### src/rtl/div_pipe_ctrl.sv
`default_nettype none
// ============================================================================
//  Module   : div_pipe_ctrl
//  Purpose  : Transaction sequencer for the y = sign | a*b*cos(c)/(a+d) path:
//             d-accumulation init, operand capture, divider start, FIFO
//             push/pop pairing, held result handshake and divider watchdog.
//  Revision : 1.0 - initial release
// ============================================================================
module div_pipe_ctrl #(
    parameter int INIT_CYCLES = 12,
    parameter int FILL_LAT    = 2,
    parameter int OUT_LAT     = 2,
    parameter int TIMEOUT     = 32
) (
    input  logic       clk,
    input  logic       rst,
    input  logic       in_valid,
    output logic       in_ready,
    output logic       cap_en,
    output logic       init_en,
    output logic [3:0] init_cnt,
    output logic       init_done,
    output logic       div_start,
    input  logic       div_done,
    output logic       fifo_wr,
    output logic       fifo_rd,
    output logic       out_valid,
    input  logic       out_ready,
    output logic       err_timeout,
    output logic       err_proto
);

    localparam int CNT_W = $clog2(TIMEOUT + FILL_LAT + OUT_LAT + 1);

    localparam logic [2:0] c_INIT  = 3'd0;
    localparam logic [2:0] c_IDLE  = 3'd1;
    localparam logic [2:0] c_FILL  = 3'd2;
    localparam logic [2:0] c_DIV   = 3'd3;
    localparam logic [2:0] c_DRAIN = 3'd4;
    localparam logic [2:0] c_HOLD  = 3'd5;

    localparam logic [3:0]       c_INIT_LAST  = 4'(INIT_CYCLES - 1);
    localparam logic [3:0]       c_INIT_END   = 4'(INIT_CYCLES);
    localparam logic [3:0]       c_INIT_ONE   = 4'd1;
    localparam logic [CNT_W-1:0] c_FILL_LAST  = CNT_W'(FILL_LAT - 1);
    localparam logic [CNT_W-1:0] c_WD_LAST    = CNT_W'(TIMEOUT - 1);
    localparam logic [CNT_W-1:0] c_DRAIN_LAST = CNT_W'(OUT_LAT - 2);
    localparam logic [CNT_W-1:0] c_CNT_ONE    = CNT_W'(1);
    // With a single-cycle output latency the DRAIN state is skipped entirely.
    localparam logic [2:0]       c_POST_DIV   = (OUT_LAT == 1) ? c_HOLD : c_DRAIN;

    logic [2:0]       r_state;
    logic [3:0]       r_init_cnt;
    logic [CNT_W-1:0] r_cnt;
    logic             r_err_timeout;
    logic             r_err_proto;

    logic w_run;
    logic w_in_div;
    logic w_timeout;
    logic w_proto;

    // Every output is forced low while rst is asserted, whatever the state.
    assign w_run     = ~rst;
    assign w_in_div  = (r_state == c_DIV);
    assign w_timeout = w_run & w_in_div & ~div_done & (r_cnt == c_WD_LAST);
    assign w_proto   = w_run & ~w_in_div & div_done;

    assign init_en     = w_run & (r_state == c_INIT);
    assign init_cnt    = w_run ? r_init_cnt : 4'd0;
    assign init_done   = w_run & (r_state != c_INIT);
    assign in_ready    = w_run & (r_state == c_IDLE);
    assign cap_en      = in_ready & in_valid;
    assign div_start   = w_run & (r_state == c_FILL) & (r_cnt == c_FILL_LAST);
    assign fifo_wr     = div_start;
    assign fifo_rd     = (w_run & w_in_div & div_done) | w_timeout;
    assign out_valid   = w_run & (r_state == c_HOLD);
    assign err_timeout = w_run & (r_err_timeout | w_timeout);
    assign err_proto   = w_run & (r_err_proto | w_proto);

    always_ff @(posedge clk) begin
        if (rst) begin
            r_state       <= c_INIT;
            r_init_cnt    <= 4'd0;
            r_cnt         <= '0;
            r_err_timeout <= 1'b0;
            r_err_proto   <= 1'b0;
        end else begin
            if (w_timeout) r_err_timeout <= 1'b1;
            if (w_proto)   r_err_proto   <= 1'b1;
            case (r_state)
                c_INIT: begin
                    if (r_init_cnt == c_INIT_LAST) begin
                        r_state    <= c_IDLE;
                        r_init_cnt <= c_INIT_END;
                    end else begin
                        r_init_cnt <= r_init_cnt + c_INIT_ONE;
                    end
                end
                c_IDLE: begin
                    if (in_valid) begin
                        r_state <= c_FILL;
                        r_cnt   <= '0;
                    end
                end
                c_FILL: begin
                    if (r_cnt == c_FILL_LAST) begin
                        r_state <= c_DIV;
                        r_cnt   <= '0;
                    end else begin
                        r_cnt <= r_cnt + c_CNT_ONE;
                    end
                end
                c_DIV: begin
                    // A completion on the final watchdog cycle still counts as success.
                    if (div_done) begin
                        r_state <= c_POST_DIV;
                        r_cnt   <= '0;
                    end else if (r_cnt == c_WD_LAST) begin
                        r_state <= c_IDLE;
                        r_cnt   <= '0;
                    end else begin
                        r_cnt <= r_cnt + c_CNT_ONE;
                    end
                end
                c_DRAIN: begin
                    if (r_cnt == c_DRAIN_LAST) begin
                        r_state <= c_HOLD;
                        r_cnt   <= '0;
                    end else begin
                        r_cnt <= r_cnt + c_CNT_ONE;
                    end
                end
                c_HOLD: begin
                    if (out_ready) r_state <= c_IDLE;
                end
                default: begin
                    r_state <= c_INIT;
                end
            endcase
        end
    end

endmodule
`default_nettype wire
### config.mk
export PLATFORM = sky130hd
export DESIGN_NAME = div_pipe_ctrl
export DESIGN_NICKNAME = d
export VERILOG_FILES = /design/src/rtl/div_pipe_ctrl.sv
export SDC_FILE = /design/constraint.sdc
export NUM_CORES = 1
export LEC_CHECK = 0
export BUFFER_PORTS_ARGS = -buffer_cell sky130_fd_sc_hd__buf_2
export CAP_MARGIN = 20
export CORE_UTILIZATION = 58
export DETAILED_ROUTE_END_ITERATION = 10
export PLACE_DENSITY_LB_ADDON = 0.3
export SYNTH_ARGS = -nofsm -noshare
export SYNTH_HDL_FRONTEND = slang
export SYNTH_SLANG_ARGS = --single-unit
### constraint.sdc
create_clock -name clk -period 4.1 [get_ports clk]
set_input_delay 1.025 -clock clk [delete_from_list [all_inputs] [get_ports clk]]
set_output_delay 1.025 -clock clk [all_outputs]
set_load 0.01 [all_outputs]
==> impl_results.md, run 1 <==
- WL/cell: 13.0 µm
- # hold bufs at CTS: 0
- Post-DP HPWL: roughly 1.6 mm
- Tot Pwr: just under 400 µW
- Post-route core utilization: between 70% and 80%
- Via density: 5.92
- Crit Path Category: in2out
- Die Width: 44.3 µm
- EDFF count, synth: 0
- Ys Warns: 0
- Instance area after placement: approximately 1100 µm²
- WP buf/inv: 2
- Worst-path clk slew: approximately 100 ps
- Die Y-Extent: about 44 µm
- Worst min path class: reg2reg
- Routed WL: between 2 and 2.5 mm
- Post-route cell area: around 1100 µm²
- CTS Sinks: 15
- Cell chain of the critical path: buf_2 -> nor4b_1 -> and2_1 -> buf_2
- Leak pwr: around 0.46 nW
- Placer Congestion: just over 0.8
- Synth area leader: dfxtp_1
- CTS root buf: clkbuf_4
- Post-Synthesis Cells: 130
- Critical Path RT: approximately 3100 ps
- First DRT Iteration DRCs: a little under 60
- Max Slew Vio Count: 0
- Post-synth design cell area: 1040 µm²
- CP max-delay cell: nor4b_1
- Post-CTS Setup Bufs: 0
- Crit end category: output pin
- Unrepaired setup endpoints after global routing: false
- Tcrit/Tclk final: a little under three quarters
- Die footprint: ~2000 µm²
- Post-synth net total: roughly 140
- Crit path top cell by count: buf_2
- Clk Latency, worst-skew pair: 290 ps
- Nets: around 150
- Initial antenna violation count: 0
- Clk buf depth: 2
- CP Max Fanout: 25
- Final Hold Fails: 0
- CTS Buf Count: 3
- Grt ovf: 0
- Largest cells by area after synthesis: dfxtp_1, nand2_1, ha_1
- Final setup margin: approximately 1200 ps
- Slew HR: 52.5%
- Cell Rows: 14
- # diodes: 0
- Cell family contributing the most delay on the critical path: simple AND/OR/NAND/NOR gates
- CP arrival: around 1900 ps
- Number of remaining DRC errors: 0
- Fin cells: between 150 and 200
- Period minus WS final: 2920 ps
- CP Launch Type: input port
- Vias post-DR: between 900 and 1,000
- Pwr Density: roughly 350 nW/µm²
- Sequential area share after synthesis: approximately 29%
- All-Layer GR Usage: between 20% and 30%
- PortBufs: 18
- Synth async-reset ratio: 0%
- IO Pins: 19
- Main flop type after synthesis: dfxtp_1
- H-tree levels: 1
- Post-synth top area share: slightly below 30%
- Worst-margin pin slew: 711 ps
- Drt first pass iters: 4
- Share of layout cells above drive strength 1: a little over a fifth
- Initial Util: about two thirds
- Fmax: 0.343 GHz
- Final hold slack: ~470 ps
- Clock skew: roughly 5.4 ps
- TNS Setup: 0 ps
- Placed insts: 164
- Count of different cell masters after synthesis: 45
- Area growth from synthesis to layout: 10.7%
- Max incr delay on CP: 340 ps
- TritonCTS clock tree: yes
- Post-synthesis sequential element count: 15
- Total of max-cap violations: 0
- Final setup viols: 0
- Maximum vdd ir drop: between 0.4 and 0.5 mV
- Placement-stage worst setup slack: around 1200 ps
- Largest net degree at the start of global routing: 26
- Core ar.: roughly 1600 µm²
- Number of global-route vias before repair: approximately 830
- Mean post-synth cell area: approximately 8 µm²
- Status: completed
- Detail Route Antenna Nets: 0
- Post-cts sizing count: 0
- First-pass GRT wire length: 3.73 mm
-- layout by cell type (no fill, tap or decap), drive strengths merged, types with 2 or more instances in the layout --
cell	netlist	routed
o21ai	5	5
a21o	2	2
nor2	12	12
ha	4	4
nand2	16	16
nand3	3	3
buf	3	18
nor3	6	6
nor2b	5	5
o31ai	2	2
a211oi	2	2
nand4	2	2
a21oi	10	10
o311ai	3	3
inv	6	6
clkbuf	5	3
nand2b	2	2
mux2i	2	2
a31oi	2	2
dfxtp	15	15
nor4	2	2
o21a	3	3
-- layout make-up --
cell class / instances / area (µm²)
tap: 24 / 30.0
clock inverter: 1 / 5.00
fill: 130 / 444
inverter: 6 / 22.5
sequential: 15 / 300
multi-input combinational: 101 / 679
clock buffer: 3 / 22.5
timing repair buffer: 18 / 90.1
-- final timing paths --
kind | slack, ps | to | depth (start not counted) | startpoint
setup / recovery | 1180 | cap_en | 4 | rst
setup reg to reg | 2130 | r_cnt[4] | 4 | r_state[1]
hold / removal | 470 | r_err_proto | 2 | r_err_proto
hold reg to reg | 470 | r_err_proto | 2 | r_err_proto
-- sequential cells by signal, indices dropped and copies added (netlist names) --
| signal | flops |
|---|---|
| r_cnt | 6 |
| r_init_cnt | 4 |
| r_state | 3 |
| r_err_proto | 1 |
| r_err_timeout | 1 |
-- synthesized netlist by cell type (3+ instances only) --
cell      instances
nand2_1          16
dfxtp_1          15
nor2_1           12
a21oi_1           9
inv_1             6
nor3_1            6
clkbuf_1          5
nor2b_1           5
o21ai_0           5
ha_1              4
nand3_1           3
o21a_1            3
-- power breakdown --
| part | total (mW) | internal (mW) | switching (mW) |
|---|---|---|---|
| Clock | 0.0885 | 0.0363 | 0.0522 |
| Sequential | 0.188 | 0.162 | 0.0264 |
| Combinational | 0.121 | 0.0537 | 0.0672 |
| Total | 0.397 | 0.252 | 0.146 |
-- layer usage --
metal  GRT usage, %  vias up  share of wire [%]
li1               -      502                  -
met1           38.2      454                 50
met2           35.9       35                 44
met3           2.86        4                5.3
met4           9.70        0                1.1
met5              0        -                  0
-- cell families (layout without fill, tap and decap cells) --
logic type	after synthesis	in the layout	share of synthesized area, %
AND/OR/NAND/NOR	55	55	29.2
flip-flops	15	15	28.9
adder cells (fa/ha/maj)	4	4	4.82
multiplexers	2	2	1.93
AO/OA/AOI/OAI	38	38	27.8
XOR/XNOR	2	2	1.69
buffers and inverters	14	28	5.66
-- tightest hold or removal path, cell delays in order (launching register included) --
cell     delay [ps]
dfxtp_1         320
a21oi_1          50
nor2_1           70
Power figures use the tool's default switching activity.
==> run 2: changes to the inputs <==
- ABC_AREA: default -> 1
- CORE_UTILIZATION: 58 -> 53
- clock period: 4.1 -> 2.7 ns (I/O delays scaled with it)
==> run 2 against run 1 <==
Worst setup slack lost 770 ps. Worst hold slack got worse by 9.0 ps. Wire length decreased by 5.8%. Utilization shrank 8.9 points. Critical path depth increased by 1. Critical path type unchanged. Largest power group is now combinational cells.
==> impl_results.md, run 2 <==
- Status: completed (unchanged)
- Worst Reg2Reg Path Length in Cells: 9 (was 4)
- Clock Power Share: 14.7% (was 22.3%)
- Core ar.: 1730 µm² (was 1590 µm²)
- Largest net degree at the start of global routing: 18 (was 26)
- Max incr delay on CP: 270 ps (was 340 ps)
- Cell chain of the critical path: buf_2 -> inv_1 -> nand3_1 -> o31ai_1 -> buf_2 (was buf_2 -> nor4b_1 -> and2_1 -> buf_2)
- Crit end category: output pin (unchanged)
- First DRT Iteration DRCs: 9 (was 59)
- Leak pwr: 0.543 nW (was 0.460 nW)
- Count of different cell masters after synthesis: 28 (was 45)
- Sw frac: 47.9% (was 36.7%)
- Crit Path Category: in2out (unchanged)
- CTS Sinks: 15 (unchanged)
- First-pass GRT wire length: 3.40 mm (was 3.73 mm)
- Via density: 5.13 (was 5.92)
- CP Launch Type: input port (unchanged)
- Period minus WS final: between 2000 and 2500 ps
- WP buf/inv: 3 (was 2)
- Cell Rows: 15 (was 14)
- Unrepaired setup endpoints after global routing: false (unchanged)
- Clk buf depth: 2 (unchanged)
- Clk Latency, worst-skew pair: 290 ps (about the same)
- Post-CTS Setup Bufs: 0 (unchanged)
- Post-DP HPWL: 1.56 mm (was 1.55 mm)
- Reg-to-Reg End: r_state[1] (was r_cnt[4])
- WL/cell: 10.5 µm (was 13.0 µm)
- Die Width: 45.0 µm (was 44.3 µm)
- Largest regs: r_cnt x6, r_init_cnt x4, r_state x3 (unchanged)
- Initial Util: 56.7% (was 65.1%)
- Drt first pass iters: 4 (unchanged)
- Tcrit/Tclk final: between 80 and 90%
- Comb power frac: 50.3% (was 30.4%)
- Most frequent cells after synthesis: nand2_1, nor2_1, inv_1 (was nand2_1, dfxtp_1, nor2_1)
- CP max-delay cell: buf_2 (was nor4b_1)
- Instance area after placement: 1060 µm² (was 1120 µm²)
- Flop2flop setup slack: 1090 ps (was 2130 ps)
- Post-Synthesis Cells: 156 (was 130)
- # hold bufs at CTS: 0 (unchanged)
- CTS root buf: clkbuf_4 (unchanged)
- Pwr Density: 827 nW/µm² (was 346 nW/µm²)
- Post-synth design cell area: 978 µm² (was 1040 µm²)
- Fmax: 0.436 GHz
- # diodes: 0 (unchanged)
- EDFF count, synth: 0 (unchanged)
- IO Pins: 19 (unchanged)
- CP arrival: 1620 ps (was 1890 ps)
- Worst-margin pin slew: 426 ps (was 711 ps)
- Slew HR: 71.3% (was 52.5%)
- Post-synth top area share: 30.7% (was 28.9%)
- TNS Setup: 0 ps (unchanged)
- Crit path top cell by count: buf_2 (unchanged)
- Share of layout cells above drive strength 1: 20.3% (was 21.5%)
- Ys Warns: 0 (unchanged)
- TritonCTS clock tree: yes (unchanged)
- Placement-stage worst setup slack: 392 ps (was 1190 ps)
- Final setup margin: 406 ps (was 1180 ps)
- Main flop type after synthesis: dfxtp_1 (unchanged)
- Max Slew Vio Count: 0 (unchanged)
- Worst reg2reg path startpoint: r_cnt[0] (was r_state[1])
- H-tree levels: 1 (unchanged)
- Initial antenna violation count: 0 (unchanged)
- Area growth from synthesis to layout: 11.5% (was 10.7%)
- Pint: 470 µW (was 252 µW)
- All-Layer GR Usage: 22.9% (was 25.1%)
- Worst-path clk slew: 90 ps (was 100 ps)
- Reg power frac: 35.0% (was 47.3%)
- Worst Hold End: r_err_proto (unchanged)
- Post-synthesis sequential element count: 15 (unchanged)
- Worst min path class: reg2reg (unchanged)
- Detail Route Antenna Nets: 0 (unchanged)
- Post-synth net total: 165 (was 139)
- Mean post-synth cell area: 6.27 µm² (was 7.99 µm²)
- Sequential area share after synthesis: 30.7% (was 28.9%)
- Worst hold path depth: 2 (unchanged)
- Commonest non-fill, non-tap cells in the layout: nor2_1, nand2_1, inv_1, buf_2, dfxtp_1 (was buf_2, nand2_1, dfxtp_1, nor2_1, a21oi_1)
- Synth area leader: dfxtp_1 (unchanged)
- Max FFs per register: 6 (unchanged)
- Hold path start: r_err_proto (unchanged)
- Number of global-route vias before repair: 851 (was 827)
- Number of remaining DRC errors: 0 (unchanged)
- Total of max-cap violations: 0 (unchanged)
- Post-route cell area: 1090 µm² (was 1150 µm²)
- Routed WL: 2.06 mm (was 2.19 mm)
- Final Hold Fails: 0 (unchanged)
- Maximum vdd ir drop: 0.510 mV (was 0.406 mV)
- CP Max Fanout: 17 (was 25)
- Die footprint: 2020 µm² (was 1960 µm²)
- Synth async-reset ratio: 0% (unchanged)
- Placer Congestion: 0.891 (was 0.826)
- Vias post-DR: 1,010 (was 995)
- Final setup viols: 0 (unchanged)
- Largest register by flop count: r_cnt (unchanged)
- Nets: 182 (was 154)
- Post-cts sizing count: 0 (unchanged)
- Cell family contributing the most delay on the critical path: buffers and inverters (was simple AND/OR/NAND/NOR gates)
- Grt ovf: 0 (unchanged)
- Clock skew: 4.23 ps (was 5.38 ps)
- PortBufs: 18 (unchanged)
- Largest cells by area after synthesis: dfxtp_1, nand2_1, nor2_1 (was dfxtp_1, nand2_1, ha_1)
- Die Y-Extent: 45.0 µm (was 44.3 µm)
- Psw: 432 µW (was 146 µW)
- CTS Buf Count: 3 (unchanged)
- Critical Path RT: 2030 ps (was 3070 ps)
-- run 2: cell types whose count changed after synthesis, moves of 4 or more --
| cell | change |
|---|---|
| inv_1 | +13 |
| inv_2 | +5 |
| nand3_1 | +11 |
| nand2_1 | +12 |
| nor2_1 | +16 |
| o21ai_1 | +4 |
| nor2b_1 | -5 |
-- run 2: power groups by stage --
| stage | Sequential [mW] | Clock, mW | Combinational, mW |
|---|---|---|---|
| after detailed placement | 0.320 | 0 | 0.445 |
| after floorplan | 0.298 | 0 | 0.388 |
| after global placement | 0.319 | 0 | 0.433 |
| after global routing | 0.320 | 0.146 | 0.512 |
| after CTS | 0.315 | 0.137 | 0.452 |
| final | 0.316 | 0.132 | 0.454 |
-- run 2: kinds of logic after synthesis --
family | Yosys count | synth area share (%)
adders and majority gates | 4 | 5.12
buffers and inverters | 31 | 13.2
and+or+nand+nor | 86 | 39.6
DFF | 15 | 30.7
AOI/OAI and AO/OA | 20 | 11.4
-- run 2: tightest hold or removal path: cells and delay by family (launching register included) --
kind,cells,cell delay [ps]
DFF,1,320
and+or+nand+nor,1,70
AOI/OAI and AO/OA,1,40
-- run 2: per-layer routing --
metal  global-route usage (%)  share of wire (%)  vias to the layer above
li1                         -                  -                      529
met2                     38.0                 46                       25
met4                     13.3                2.2                        0
met3                     3.60                3.5                        4
met1                     27.7                 48                      452
met5                        0                  0                        -
-- run 2: layout make-up --
| type | instances | area [µm²] |
|---|---|---|
| well taps | 25 | 31.3 |
| multi-input cells | 110 | 549 |
| repair buffers | 18 | 90.1 |
| clock buffers | 4 | 26.3 |
| fillers | 166 | 636 |
| inverters | 25 | 93.8 |
| flip-flops and latches | 15 | 300 |
-- run 2: stage by stage --
stage	hold WS [ps]	power [mW]	util, %	instances
floorplan	422	0.686	-	156
global placement	438	0.752	61.7	193
detailed placement	443	0.764	61.7	193
CTS	467	0.903	63.2	197
global route	494	0.978	63.2	197
finish	461	0.902	63.2	197
-- run 2: worst max-delay path by stage --
stage          slack [ps]  depth (start not counted)       start      end
6_report              410                          5         rst  fifo_rd
5_1_grt               280                          5  r_state[0]  fifo_rd
4_1_cts               390                          5         rst  fifo_rd
3_5_place_dp          390                          5         rst  fifo_rd
3_3_place_gp          440                          5         rst  fifo_rd
2_1_floorplan         440                          3         rst  fifo_wr
